`config.mk`:
```
export PLATFORM = sky130hd
export DESIGN_NAME = mem_port_arbiter
export DESIGN_NICKNAME = d
export VERILOG_FILES = /design/src/rtl/mem_arb_pkg.sv /design/src/rtl/wr_chan_buf.sv /design/src/rtl/mem_port_arbiter.sv
export SDC_FILE = /design/constraint.sdc
export NUM_CORES = 1
export LEC_CHECK = 0
export ABC_CLOCK_PERIOD_IN_PS = 3600
export BUFFER_PORTS_ARGS = -buffer_cell sky130_fd_sc_hd__buf_4
export CAP_MARGIN = 30
export CORE_MARGIN = 2
export CORE_UTILIZATION = 44
export CTS_CLUSTER_SIZE = 10
export DETAILED_ROUTE_END_ITERATION = 16
export PLACE_DENSITY = 0.66
export SYNTH_ARGS = -nofsm -noshare
export SYNTH_HDL_FRONTEND = slang
export SYNTH_SLANG_ARGS = --single-unit
```
`constraint.sdc`:
```
create_clock -name clk_i -period 3.6 [get_ports clk_i]
set_input_delay 0.54 -clock clk_i [delete_from_list [all_inputs] [get_ports clk_i]]
set_output_delay 0.54 -clock clk_i [all_outputs]
set_load 0.02 [all_outputs]
```
`src/rtl/mem_arb_pkg.sv`:
```
// ----------------------------------------------------------------------------
// mem_arb_pkg
// Shared definitions for mem_port_arbiter and its write-channel buffers.
//   - default width constants for the arbiter parameters
//   - state encoding of the port arbitration FSM (S_VGA / S_WR)
//   - rr_next_grant(): round-robin search for the next write channel to grant
// ----------------------------------------------------------------------------
package mem_arb_pkg;

    localparam int DEF_ADDR_W    = 10;
    localparam int DEF_DATA_W    = 16;
    localparam int DEF_NUM_WR    = 2;
    localparam int DEF_MAX_DEFER = 64;

    // Upper bound on write channels; the grant index is therefore 3 bits wide.
    localparam int MAX_WR = 8;

    typedef logic arb_state_t;
    localparam arb_state_t S_VGA = 1'b0;
    localparam arb_state_t S_WR  = 1'b1;

    typedef struct packed {
        logic       valid;
        logic [2:0] idx;
    } rr_pick_t;

    // First pending channel at or after 'start', wrapping n-1 -> 0.
    // Two candidates are tracked while scanning downward: the lowest pending
    // channel at/after start ('hi') and the lowest pending channel overall
    // ('lo', used when the search has to wrap).
    function automatic rr_pick_t rr_next_grant(
        input logic [MAX_WR-1:0] pend,
        input logic [2:0]        start,
        input int                n
    );
        rr_pick_t hi;
        rr_pick_t lo;
        hi = '0;
        lo = '0;
        for (int i = MAX_WR - 1; i >= 0; i--) begin
            if (i < n && pend[i]) begin
                lo = '{valid: 1'b1, idx: 3'(i)};
                if (i >= int'(start)) begin
                    hi = '{valid: 1'b1, idx: 3'(i)};
                end
            end
        end
        return hi.valid ? hi : lo;
    endfunction

endpackage

```
`src/rtl/wr_chan_buf.sv`:
```
// ----------------------------------------------------------------------------
// wr_chan_buf
// One-deep pending buffer for a single write channel of mem_port_arbiter.
// A request is latched when the buffer is empty, or when it is being emptied
// (clear_i) on the same edge. A request that finds the buffer full and not
// being emptied is dropped and sets the sticky overflow flag.
//
// Ports:
//   clk_i      system clock
//   rst_ni     synchronous active-low reset
//   req_i      one-cycle write request strobe
//   addr_i     write address presented with req_i
//   data_i     write data presented with req_i
//   clear_i    buffered write has been granted this cycle
//   pending_o  buffer occupied
//   addr_o     buffered address
//   data_o     buffered data
//   ovf_o      sticky overflow (request dropped while busy)
// ----------------------------------------------------------------------------
module wr_chan_buf
    import mem_arb_pkg::*;
#(
    parameter int ADDR_W = DEF_ADDR_W,
    parameter int DATA_W = DEF_DATA_W
) (
    input  logic              clk_i,
    input  logic              rst_ni,
    input  logic              req_i,
    input  logic [ADDR_W-1:0] addr_i,
    input  logic [DATA_W-1:0] data_i,
    input  logic              clear_i,
    output logic              pending_o,
    output logic [ADDR_W-1:0] addr_o,
    output logic [DATA_W-1:0] data_o,
    output logic              ovf_o
);

    logic              pending_q;
    logic [ADDR_W-1:0] addr_q;
    logic [DATA_W-1:0] data_q;
    logic              ovf_q;

    logic accept_w;
    logic drop_w;

    assign accept_w = req_i && (!pending_q || clear_i);
    assign drop_w   = req_i && pending_q && !clear_i;

    always_ff @(posedge clk_i) begin
        if (!rst_ni) begin
            pending_q <= 1'b0;
            addr_q    <= '0;
            data_q    <= '0;
            ovf_q     <= 1'b0;
        end else begin
            if (accept_w) begin
                addr_q    <= addr_i;
                data_q    <= data_i;
                pending_q <= 1'b1;
            end else if (clear_i) begin
                pending_q <= 1'b0;
            end
            if (drop_w) begin
                ovf_q <= 1'b1;
            end
        end
    end

    assign pending_o = pending_q;
    assign addr_o    = addr_q;
    assign data_o    = data_q;
    assign ovf_o     = ovf_q;

endmodule

```
`src/rtl/mem_port_arbiter.sv`:
```
// ----------------------------------------------------------------------------
// mem_port_arbiter
// Shares one single-port video/text RAM port between the VGA read stream and
// NUM_WR write channels. Each channel has a one-deep buffer (wr_chan_buf);
// buffered writes are granted round-robin, one per cycle, only while the VGA
// fetch window is closed. All RAM-side outputs are registered, so vga_addr_i
// reaches mem_addr_o one cycle later.
//
// Optional feature (macro ARB_STARVE_GUARD_EN): a defer counter counts cycles
// in which a write is pending but VGA holds the port. When it reaches
// MAX_DEFER, a single write is forced through despite vga_active_i.
//
// Ports:
//   clk_i         system clock
//   rst_ni        synchronous active-low reset
//   vga_active_i  VGA needs the port this cycle
//   vga_addr_i    VGA read address
//   wr_req_i      per-channel write request strobe
//   wr_addr_i     flattened write addresses, channel i at [i*ADDR_W +: ADDR_W]
//   wr_data_i     flattened write data, channel i at [i*DATA_W +: DATA_W]
//   wr_busy_o     per-channel buffer occupied
//   wr_done_o     per-channel pulse when its write is on the port
//   wr_ovf_o      per-channel sticky overflow
//   mem_addr_o    registered RAM address
//   mem_wdata_o   registered RAM write data
//   mem_we_o      registered RAM write enable
// ----------------------------------------------------------------------------
module mem_port_arbiter
    import mem_arb_pkg::*;
#(
    parameter int ADDR_W    = DEF_ADDR_W,
    parameter int DATA_W    = DEF_DATA_W,
    parameter int NUM_WR    = DEF_NUM_WR,
    parameter int MAX_DEFER = DEF_MAX_DEFER
) (
    input  logic                     clk_i,
    input  logic                     rst_ni,
    input  logic                     vga_active_i,
    input  logic [ADDR_W-1:0]        vga_addr_i,
    input  logic [NUM_WR-1:0]        wr_req_i,
    input  logic [NUM_WR*ADDR_W-1:0] wr_addr_i,
    input  logic [NUM_WR*DATA_W-1:0] wr_data_i,
    output logic [NUM_WR-1:0]        wr_busy_o,
    output logic [NUM_WR-1:0]        wr_done_o,
    output logic [NUM_WR-1:0]        wr_ovf_o,
    output logic [ADDR_W-1:0]        mem_addr_o,
    output logic [DATA_W-1:0]        mem_wdata_o,
    output logic                     mem_we_o
);

    if (NUM_WR < 1 || NUM_WR > MAX_WR) begin : g_bad_num_wr
        $error("mem_port_arbiter: NUM_WR must be in 1..8");
    end
    if (MAX_DEFER < 1) begin : g_bad_max_defer
        $error("mem_port_arbiter: MAX_DEFER must be at least 1");
    end

    // ------------------------------------------------------------------
    // Write channel buffers
    // ------------------------------------------------------------------
    logic [NUM_WR-1:0] pend_w;
    logic [NUM_WR-1:0] clear_w;
    logic [NUM_WR-1:0] ovf_w;
    logic [ADDR_W-1:0] buf_addr_w [NUM_WR];
    logic [DATA_W-1:0] buf_data_w [NUM_WR];

    for (genvar gi = 0; gi < NUM_WR; gi++) begin : g_chan
        wr_chan_buf #(
            .ADDR_W (ADDR_W),
            .DATA_W (DATA_W)
        ) u_buf (
            .clk_i     (clk_i),
            .rst_ni    (rst_ni),
            .req_i     (wr_req_i[gi]),
            .addr_i    (wr_addr_i[gi*ADDR_W +: ADDR_W]),
            .data_i    (wr_data_i[gi*DATA_W +: DATA_W]),
            .clear_i   (clear_w[gi]),
            .pending_o (pend_w[gi]),
            .addr_o    (buf_addr_w[gi]),
            .data_o    (buf_data_w[gi]),
            .ovf_o     (ovf_w[gi])
        );
    end

    assign wr_busy_o = pend_w;
    assign wr_ovf_o  = ovf_w;

    // ------------------------------------------------------------------
    // Round-robin selection
    // ------------------------------------------------------------------
    logic [2:0]        rr_q, rr_d;
    logic [MAX_WR-1:0] pend_ext;
    rr_pick_t          pick;
    logic              any_pend;
    logic              force_w;
    logic              grant_w;
    logic [ADDR_W-1:0] sel_addr;
    logic [DATA_W-1:0] sel_data;
    arb_state_t        state_q, state_d;

    always_comb begin
        pend_ext = '0;
        pend_ext[NUM_WR-1:0] = pend_w;
    end

    assign pick     = rr_next_grant(pend_ext, rr_q, NUM_WR);
    assign any_pend = |pend_w;
    // VGA owns the port unless the starvation guard overrides it.
    assign grant_w  = (state_q == S_WR) && pick.valid && (!vga_active_i || force_w);

    always_comb begin
        sel_addr = '0;
        sel_data = '0;
        for (int i = 0; i < NUM_WR; i++) begin
            if (pick.idx == 3'(i)) begin
                sel_addr = buf_addr_w[i];
                sel_data = buf_data_w[i];
            end
        end
    end

    // ------------------------------------------------------------------
    // Starvation guard
    // ------------------------------------------------------------------
`ifdef ARB_STARVE_GUARD_EN
    localparam int CNT_W = $clog2(MAX_DEFER + 1);

    logic [CNT_W-1:0] defer_q, defer_d;

    // Saturates at MAX_DEFER so the force request stays asserted until the
    // forced grant actually happens (it takes a cycle to enter S_WR).
    always_comb begin
        defer_d = defer_q;
        if (grant_w) begin
            defer_d = '0;
        end else if (any_pend && vga_active_i && defer_q != CNT_W'(MAX_DEFER)) begin
            defer_d = defer_q + CNT_W'(1);
        end
    end

    always_ff @(posedge clk_i) begin
        if (!rst_ni) begin
            defer_q <= '0;
        end else begin
            defer_q <= defer_d;
        end
    end

    assign force_w = (defer_q == CNT_W'(MAX_DEFER));
`else
    assign force_w = 1'b0;
`endif

    // ------------------------------------------------------------------
    // FSM: state register
    // ------------------------------------------------------------------
    always_ff @(posedge clk_i) begin
        if (!rst_ni) begin
            state_q <= S_VGA;
        end else begin
            state_q <= state_d;
        end
    end

    // ------------------------------------------------------------------
    // FSM: next state
    // A cycle in S_WR without a grant (VGA took the port, or nothing is
    // left) is the exit cycle, which also drives mem_we low.
    // ------------------------------------------------------------------
    always_comb begin
        state_d = state_q;
        case (state_q)
            S_VGA: if (any_pend && (!vga_active_i || force_w)) state_d = S_WR;
            S_WR:  if (!grant_w) state_d = S_VGA;
            default: state_d = S_VGA;
        endcase
    end

    // ------------------------------------------------------------------
    // FSM: outputs (next values of the registered RAM-side signals)
    // ------------------------------------------------------------------
    logic [ADDR_W-1:0] mem_addr_q, mem_addr_d;
    logic [DATA_W-1:0] mem_wdata_q, mem_wdata_d;
    logic              mem_we_q, mem_we_d;
    logic [NUM_WR-1:0] wr_done_q, wr_done_d;

    always_comb begin
        mem_addr_d  = vga_addr_i;
        mem_wdata_d = mem_wdata_q;
        mem_we_d    = 1'b0;
        wr_done_d   = '0;
        rr_d        = rr_q;
        case (state_q)
            S_WR: begin
                if (grant_w) begin
                    mem_addr_d  = sel_addr;
                    mem_wdata_d = sel_data;
                    mem_we_d    = 1'b1;
                    for (int i = 0; i < NUM_WR; i++) begin
                        if (pick.idx == 3'(i)) wr_done_d[i] = 1'b1;
                    end
                    rr_d = (pick.idx == 3'(NUM_WR - 1)) ? 3'd0 : pick.idx + 3'd1;
                end
            end
            default: ;
        endcase
    end

    // The granted channel's buffer empties on the same edge its write is
    // registered onto the port.
    assign clear_w = wr_done_d;

    always_ff @(posedge clk_i) begin
        if (!rst_ni) begin
            mem_addr_q  <= '0;
            mem_wdata_q <= '0;
            mem_we_q    <= 1'b0;
            wr_done_q   <= '0;
            rr_q        <= 3'd0;
        end else begin
            mem_addr_q  <= mem_addr_d;
            mem_wdata_q <= mem_wdata_d;
            mem_we_q    <= mem_we_d;
            wr_done_q   <= wr_done_d;
            rr_q        <= rr_d;
        end
    end

    assign mem_addr_o  = mem_addr_q;
    assign mem_wdata_o = mem_wdata_q;
    assign mem_we_o    = mem_we_q;
    assign wr_done_o   = wr_done_q;

endmodule
```
==> out/qor.yml <==
clock_network:
  cts.path.max_buffers: 2
  cts_root_buf: "clkbuf_16"
  clkSinkCount: 87
  cts_made_buffers: 9
  cts_resized: 0
  cts.repair_timing.setup_buffer_count: 0
  htree_levels: 3
  clock_latency_ps: 330
  clkTransAtPathRegs_ps: 60
  tritoncts: "done"
  postCtsHoldBufs: 0
drt:
  routedWlPerCell_um: 20.4
  post_drt_via_cell_ratio: 6.53
  ant_nets: 0
  drc: 0
  firstDrtPassIters: 5
  drt_iter0_drc: 470
  wirelength_um: 15000
  vias: 4798
layout:
  final_layout_size_suffix_gt1_frac: 0.259
  area.sequential_um2: 1740
  final_cell_mix: "buf_4, dfxtp_1, nand3_1"
  area_growth_pct: 16.7
  fin_area_um2: 5820
  fillers: 997
  layout_commonest_cell: "buf_4"
  antenna_cells: 0
  multi_input_area_um2: 2760
  num-nets-final: 658
synth:
  ys_seq_elements: 87
  synth_top_area_frac: 0.349
  yosys.area.top_type: "dfxtp_1"
  syn_inst: 553
  synthTopCellsByArea: "dfxtp_1, and3b_1, o211ai_1"
  synth_area_um2: 4980
  ys_seq_area_frac: 0.349
  yosys_warnings: 0
  syn_area_per_cell_um2: 9.01
  syn_nets: 620
  ys_types: 39
timing:
  period_minus_slack_ps: 2370
  final_hold_viol_count: 0
  rsz0062_at_grt: "no"
  fmax_ghz: 0.422
  fin_worst_skew_ps: 7.19
  tightest_slew_ps: 982
  hold_ws_ps: 419
  setup_viol: 0
  fin_setup_tns_ps: 0
  finalCritPeriodShare: 0.659
  slew_headroom: 0.344
  slew_violations: 0
die:
  rows: 38
  die_w_um: 110
  die_height_um: 110
  io_pins: 100
  start_util: 0.456
  coreArea_um2: 10900
  die_area_um2: 12200
place:
  dpl-instance-area_um2: 5520
  numPortBuffers: 99
  dp_hpwl_um: 9760
  gp_congestion: 0.792
power_and_ir_drop:
  power.switching_uw: 660
  p_int_uw: 1750
  clock_power_share: 0.389
  pwr-share-seq: 0.446
  power.leakage_uw: 0.00217
  ir_drop_v: 0.000268
  combPwrFrac: 0.165
  switching_share: 0.273
  p_per_area_nw_per_um2: 415
critical_path:
  arrival_ps: 2540
  rr_startpoint: "g_chan[1].u_buf.pending_o"
  path_class: "reg2reg"
  critPathRequiredTime_ps: 3770
  startpoint_type: "flip-flop"
  crit_start: "g_chan[1].u_buf.pending_o"
  path_max_fanout: 47
  cp-end-kind: "flip-flop"
global_route:
  grt_usage: 0.240
  grt_max_degree: 70
  grt_pass1_vias: 4526
  antenna_found_initial: 0
  gr-total-overflow: 0
  grt_pass1_wl_um: 24300
job:
  maxCapViolations: 0
run_status:
  status: "finished clean"
worst_hold_path:
  hp-start: "vga_active_i"
  holdCritPathClass: "in2reg"
## synthesized netlist by cell type
| cell type | count |
|---|---|
| dfxtp_1 | 87 |
| nand3_1 | 69 |
| a31oi_1 | 52 |
| and3b_1 | 52 |
| o211ai_1 | 52 |
| o2111ai_1 | 43 |
| buf_2 | 41 |
| clkbuf_1 | 17 |
| buf_4 | 14 |
| o21ai_0 | 13 |
| nand2_1 | 11 |
| nor3_1 | 11 |
| a21oi_2 | 10 |
| a311oi_2 | 10 |
| a211o_1 | 9 |
| a21oi_1 | 9 |
| a221o_1 | 9 |
| a311oi_1 | 7 |
| buf_6 | 6 |
| o21ai_1 | 4 |
| buf_1 | 3 |
| a22o_1 | 2 |
| and2_1 | 2 |
| inv_2 | 2 |
| nand2b_1 | 2 |
| nor2b_1 | 2 |
| o21a_1 | 2 |
| a21o_1 | 1 |
| a21oi_4 | 1 |
| and2_4 | 1 |
| buf_12 | 1 |
| inv_1 | 1 |
| nand2_4 | 1 |
| nand3b_1 | 1 |
| nor2_2 | 1 |
| nor2_4 | 1 |
| nor3_2 | 1 |
| nor3_4 | 1 |
| or2_1 | 1 |
## final cells by class
cell class | count | share of cell area
flip-flops and latches | 87 | 0.299
multi-input cells | 381 | 0.475
inverters | 3 | 0.00194
clock inverters | 3 | 0.00731
well taps | 140 | 0.0301
repair buffers | 109 | 0.142
clock buffers | 12 | 0.0441
## registers in the layout, summed over array words and instances, names as in the netlist
signal,cells
g_chan.u_buf.data_o,32
g_chan.u_buf.addr_o,20
mem_wdata_o,16
mem_addr_o,10
g_chan.u_buf.ovf_o,2
g_chan.u_buf.pending_o,2
wr_done_o,2
mem_we_o,1
rr_q,1
state_q,1
## through the flow
| stage | instances | power, uW | utilization | worst slack, ps |
|---|---|---|---|---|
| after floorplan | 553 | 1350 | - | 2100 |
| after global placement | 719 | 1480 | 0.503 | 1330 |
| after detailed placement | 720 | 1490 | 0.505 | 1260 |
| after CTS | 735 | 2420 | 0.532 | 1260 |
| after global routing | 735 | 2510 | 0.532 | 1030 |
| final | 735 | 2410 | 0.532 | 1230 |
## power groups by stage
stage	clock (uW)	sequential, uW	combinational (uW)
6_report	940	1080	399
5_1_grt	995	1080	434
4_1_cts	953	1070	396
3_5_place_dp	0	1100	395
3_3_place_gp	0	1090	383
2_1_floorplan	0	1090	259
## worst max-delay path, cell delays in order, from the launching register on
cell      delay [ps]
dfxtp_1          350
buf_4            420
nand2_1          370
nand2_1          840
o211ai_1         210
## routing by layer
metal  part of all wire  up-vias  GRT usage
met3              0.066       21     0.0428
met1               0.45     2282      0.344
met5                  0        -          0
met4              0.018        0     0.0575
li1                   -     2291          -
met2               0.47      204      0.375
## final timing paths
kind | to | slack (ps) | cells past startpoint
max | g_chan[0].u_buf.addr_o[3] | 1230 | 4
max reg2reg | g_chan[0].u_buf.addr_o[3] | 1230 | 4
min reg2reg | g_chan[0].u_buf.ovf_o | 480 | 1
min | state_q | 420 | 2
## cell families after synthesis
group | Yosys count | synth area share
AO/OA/AOI/OAI | 224 | 0.350
buffers and inverters | 85 | 0.0971
flip-flops | 87 | 0.349
AND/OR/NAND/NOR | 157 | 0.203
Power figures use the tool's default switching activity.
